--- config.mk ---
export PLATFORM = sky130hd
export DESIGN_NAME = pilha_ctrl
export DESIGN_NICKNAME = d
export VERILOG_FILES = /design/src/rtl/pilha_ctrl.sv
export SDC_FILE = /design/constraint.sdc
export NUM_CORES = 1
export LEC_CHECK = 0
export CAP_MARGIN = 20
export CORE_MARGIN = 2
export CORE_UTILIZATION = 40
export CTS_CLUSTER_SIZE = 25
export DETAILED_ROUTE_END_ITERATION = 8
export PLACE_DENSITY = 0.77
export REMOVE_ABC_BUFFERS = 1
export SYNTH_ARGS = -nofsm -noshare
export SYNTH_HDL_FRONTEND = slang
export SYNTH_SLANG_ARGS = --single-unit
--- constraint.sdc ---
create_clock -name clk -period 1.7 [get_ports clk]
set_input_delay 0.34 -clock clk [delete_from_list [all_inputs] [get_ports clk]]
set_output_delay 0.34 -clock clk [all_outputs]
set_load 0.02 [all_outputs]
--- src/rtl/pilha_ctrl.sv ---
// Instruction sequencer for the stack/register/ALU datapath: accepts one instruction
// per valid/ready handshake and steps the push/pop/load/opcode controls.
module pilha_ctrl #(
  parameter logic [4:0] LDA_CODE = 5'b11110,
  parameter logic [4:0] LDB_CODE = 5'b11111,
  parameter logic [4:0] NOP_CODE = 5'b00000
) (
  input  logic       clk,
  input  logic       rst,
  input  logic       instr_valid,
  output logic       instr_ready,
  input  logic [1:0] instr_op,
  input  logic [7:0] instr_imm,
  input  logic [4:0] instr_alu,
  output logic       push,
  output logic       pop,
  output logic       load,
  output logic [4:0] opcode,
  output logic [7:0] din,
  input  logic       empty,
  input  logic       full,
  input  logic [7:0] s_ula,
  input  logic       carryout,
  output logic [7:0] result,
  output logic       carry_flag,
  output logic       busy,
  output logic       err,
  output logic [1:0] err_code
);

  typedef enum logic [3:0] {
    S_IDLE, S_PUSHI, S_DROP, S_POPA, S_LDA, S_POPB, S_LDB, S_EXEC, S_WB
  } state_t;

  localparam logic [1:0] OP_PUSHI = 2'b01;
  localparam logic [1:0] OP_DROP  = 2'b10;
  localparam logic [1:0] OP_ALU   = 2'b11;
  localparam logic [1:0] ERR_UNF  = 2'b01;
  localparam logic [1:0] ERR_OVF  = 2'b10;

  state_t     state_q, state_d;
  logic [4:0] alu_q, alu_d;
  logic [7:0] din_q, din_d;
  logic [7:0] result_q, result_d;
  logic       carry_q, carry_d;
  logic       err_q, err_d;
  logic [1:0] err_code_q, err_code_d;
  logic       push_q, push_d;
  logic       pop_q, pop_d;
  logic       load_q, load_d;
  logic [4:0] opcode_q, opcode_d;
  logic       ready_q, ready_d;
  logic       busy_q, busy_d;

  always_comb begin
    // NOTE: every signal gets a default before the case so no path leaves it unassigned (no latches).
    state_d    = state_q;
    alu_d      = alu_q;
    din_d      = din_q;
    result_d   = result_q;
    carry_d    = carry_q;
    err_d      = 1'b0;
    err_code_d = err_code_q;

    unique case (state_q)
      S_IDLE: begin
        if (instr_valid && ready_q) begin
          alu_d = instr_alu;
          unique case (instr_op)
            OP_PUSHI: begin
              if (full) begin
                err_d      = 1'b1;
                err_code_d = ERR_OVF;
              end else begin
                state_d = S_PUSHI;
                din_d   = instr_imm;
              end
            end
            OP_DROP, OP_ALU: begin
              if (empty) begin
                err_d      = 1'b1;
                err_code_d = ERR_UNF;
              end else begin
                state_d = (instr_op == OP_DROP) ? S_DROP : S_POPA;
              end
            end
            default: ;
          endcase
        end
      end
      S_PUSHI, S_DROP: state_d = S_IDLE;
      S_POPA:          state_d = S_LDA;
      S_LDA: begin
        // Only one operand was present: it now sits in temp1 and is discarded.
        if (empty) begin
          err_d      = 1'b1;
          err_code_d = ERR_UNF;
          state_d    = S_IDLE;
        end else begin
          state_d = S_POPB;
        end
      end
      S_POPB: state_d = S_LDB;
      S_LDB:  state_d = S_EXEC;
      S_EXEC: begin
        result_d = s_ula;
        din_d    = s_ula;
        carry_d  = carryout;
        state_d  = S_WB;
      end
      S_WB:    state_d = S_IDLE;
      default: state_d = S_IDLE;
    endcase

    // Strobes are decoded from the next state so they are registered yet line up with it.
    push_d  = (state_d == S_PUSHI) || (state_d == S_WB);
    pop_d   = (state_d == S_DROP) || (state_d == S_POPA) || (state_d == S_POPB);
    load_d  = (state_d == S_LDA) || (state_d == S_LDB);
    ready_d = (state_d == S_IDLE);
    busy_d  = (state_d != S_IDLE);

    unique case (state_d)
      S_LDA:   opcode_d = LDA_CODE;
      S_LDB:   opcode_d = LDB_CODE;
      S_EXEC:  opcode_d = alu_d;
      default: opcode_d = NOP_CODE;
    endcase
  end

  // NOTE: sequential state uses non-blocking assignments so every flop samples pre-edge values.
  always_ff @(posedge clk or posedge rst) begin
    if (rst) begin
      state_q    <= S_IDLE;
      alu_q      <= 5'd0;
      din_q      <= 8'h00;
      result_q   <= 8'h00;
      carry_q    <= 1'b0;
      err_q      <= 1'b0;
      err_code_q <= 2'b00;
      push_q     <= 1'b0;
      pop_q      <= 1'b0;
      load_q     <= 1'b0;
      opcode_q   <= NOP_CODE;
      ready_q    <= 1'b1;
      busy_q     <= 1'b0;
    end else begin
      state_q    <= state_d;
      alu_q      <= alu_d;
      din_q      <= din_d;
      result_q   <= result_d;
      carry_q    <= carry_d;
      err_q      <= err_d;
      err_code_q <= err_code_d;
      push_q     <= push_d;
      pop_q      <= pop_d;
      load_q     <= load_d;
      opcode_q   <= opcode_d;
      ready_q    <= ready_d;
      busy_q     <= busy_d;
    end
  end

  assign instr_ready = ready_q;
  assign busy        = busy_q;
  assign push        = push_q;
  assign pop         = pop_q;
  assign load        = load_q;
  assign opcode      = opcode_q;
  assign din         = din_q;
  assign result      = result_q;
  assign carry_flag  = carry_q;
  assign err         = err_q;
  assign err_code    = err_code_q;

endmodule

==> results.json <==
{
  "numPlacedInstances": 265,
  "irDropWorstVdd_mv": 0.6625,
  "die_h_um": 69.61,
  "antenna_cells": 0,
  "cts_tree": "yes",
  "vias_per_cell": 4.850,
  "ant_nets": 0,
  "grt_use_total_pct": 16.70,
  "grt_pass1_vias": 1329,
  "p_per_area_nw_per_um2": 932.8,
  "dpl_worst_slack_ns": -0.2895,
  "syn_area_um2": 1722,
  "worstPathArrival_ns": 1.82,
  "coreArea_um2": 4058,
  "slew_headroom_pct": 73.69,
  "dr.pass1.iters": 4,
  "timing.fmax_mhz": 607.1,
  "drv_cap": 0,
  "die_x_um": 69.61,
  "drcViolationCount": 0,
  "clk_pin_slew_ns": 0.07,
  "rows": 23,
  "synth_commonest_cells": "dfrtp_1, mux2_2, nand2_1",
  "critPathKind": "flop to flop",
  "holdWs_ns": 0.3979,
  "ioPinCount": 59,
  "fin_util_pct": 62.94,
  "worst_pin_slew_ns": 0.3916,
  "syn-mean-instance-area_um2": 11.71,
  "ys.flop_type": "dfrtp_1",
  "clkSinkCount": 39,
  "htree_levels": 2,
  "drt_iter0_drc": 71,
  "ys_top_cells_by_area": "dfrtp_1, mux2_2, nand2_1",
  "vias": 1324,
  "outcome": "complete, no violations",
  "yosys_register_bits": 39,
  "min_period_over_period_pct": 96.90,
  "drt_wl_total_um": 3856,
  "yosys.area.top_type": "dfrtp_1",
  "grt_pass1_wl_um": 6265,
  "io_buffers": 58,
  "drv_slew": 0,
  "fin_crit_ns": 1.647,
  "dieArea_um2": 4845,
  "ctsLongestPathBuffers": 2,
  "num-nets-final": 251,
  "postCtsSetupBuffers": 0,
  "syn_inst": 147,
  "syn2layout_area_growth_pct": 48.33,
  "hold_viol": 0,
  "avgRoutedWirePerCell_um": 14.12,
  "cts_made_buffers": 5,
  "placed_area_um2": 2460,
  "initial_core_util_pct": 42.43,
  "ys_async_sr_fraction_pct": 100.0,
  "finClkSkew_ns": 0.005805,
  "synth_top_area_share_pct": 55.23,
  "cp.required_ns": 1.88,
  "synth.most_common_cell": "dfrtp_1",
  "yosysSeqAreaShare_pct": 56.76,
  "tns_ns": 0,
  "startpoint": "state_q[2]",
  "insertion_delay_ns": 0.29,
  "hold_class": "input port to asynchronous set/reset pin",
  "antenna_found_initial": 0,
  "yosysUniqueCellTypes": 29,
  "place_hpwl_um": 2898,
  "finalSetupViolations": 0,
  "crit_path_start_kind": "flop",
  "fin_area_um2": 2554,
  "stdcell_count": 273,
  "gr-total-overflow": 0,
  "drive_above_1_share_pct": 25.11,
  "grt_max_degree": 21,
  "endpoint_kind": "flop",
  "crit_fanout": 5,
  "gp_routability_congestion": 0.8456,
  "root_buffer": "clkbuf_8",
  "setup_ws_ns": 0.05269,
  "p_total_mw": 2.382,
  "yosysWarnings": 0,
  "timing.rr.start": "state_q[2]",
  "p_leak_nw": 1.183,
  "synth_edf_count": 0
}
## metal layers
layer / part of all wire [%] / vias up / track usage, % / routed length (µm)
met2: 50 / 29 / 27.14 / 1936
met5: 0 / - / 0 / 0
met1: 44 / 641 / 20.64 / 1690
li1: - / 650 / - / -
met3: 4.5 / 4 / 4.070 / 175
met4: 1.4 / 0 / 8.497 / 54
## flip-flops by register name, summed over array words and instances (netlist names)
signal and cells:
busy 1, load 1, state_q 4, carry_flag 1, pop 1, instr_ready 1, err 1, err_code 2
opcode 5, result 8, alu_q 5, din 8, push 1
## where the power goes
group,internal (mW),switching (mW),leakage [nW],total (mW)
Clock,0.288,0.303,0.0422,0.591
Sequential,1.06,0.0664,0.486,1.12
Combinational,0.363,0.305,0.654,0.668
Total,1.71,0.674,1.18,2.38
## worst paths after layout
path	cells after the start	slack, ns	end
worst max register to register	4	0.05	load
worst min-delay path	3	0.40	pop
min in group clk	2	0.48	alu_q[3]
max in group asynchronous	3	1.04	instr_ready
worst min register to register	2	0.48	alu_q[3]
worst max-delay path	4	0.05	load
## area by class of cell
| class | instances | area (µm²) |
|---|---|---|
| Sequential cell | 39 | 977.2 |
| Clock inverter | 1 | 5.005 |
| Inverter | 5 | 18.77 |
| Clock buffer | 7 | 76.32 |
| Fill cell | 322 | 1504 |
| Multi-Input combinational cell | 96 | 694.4 |
| Timing Repair Buffer | 75 | 719.4 |
| Tap cell | 50 | 62.56 |
## repair_timing
action                                  in CTS  in global routing
pin swaps                                    0                  1
endpoints found under the setup margin       1                  9
resized for setup                            1                  4
hold buffers                                 0                  0
## cell families (layout without fill, tap and decap cells)
| kind of cell | after synthesis | count (layout) | synth area share (%) |
|---|---|---|---|
| compound gates | 24 | 24 | 9.375 |
| mux | 26 | 26 | 16.93 |
| simple gates | 46 | 46 | 13.23 |
| flops | 39 | 39 | 56.76 |
| buf+inv | 12 | 88 | 3.706 |
## cells in the final DEF (no fill, tap or decap), drive strengths merged
master         Yosys  final
mux2              25     25
dlygate4sd2        0      1
dfstp              1      1
or3                2      2
nor3               3      3
nand3b             1      1
o22ai              1      1
and4b              1      1
clkbuf             2      7
dfrtp             38     38
o21bai             1      1
nand3              3      3
and2               1      1
nor2b              4      4
nand2b             2      2
mux2i              1      1
and3b              1      1
a211o              1      1
buf                5     17
clkdlybuf4s50      0     57
inv                5      5
nor2               4      4
a21oi              8      8
a21o               5      5
a22oi              1      1
o21a               2      2
o21ai              5      5
clkinv             0      1
nand2             24     24
## worst max-delay path: stages (launching register included)
cell and delay [ns]:
dfrtp_1 0.43, or3_4 0.40, or3_4 0.35, o22ai_4 0.16, and3b_1 0.20
No activity file was read; power rests on OpenSTA's default activity.
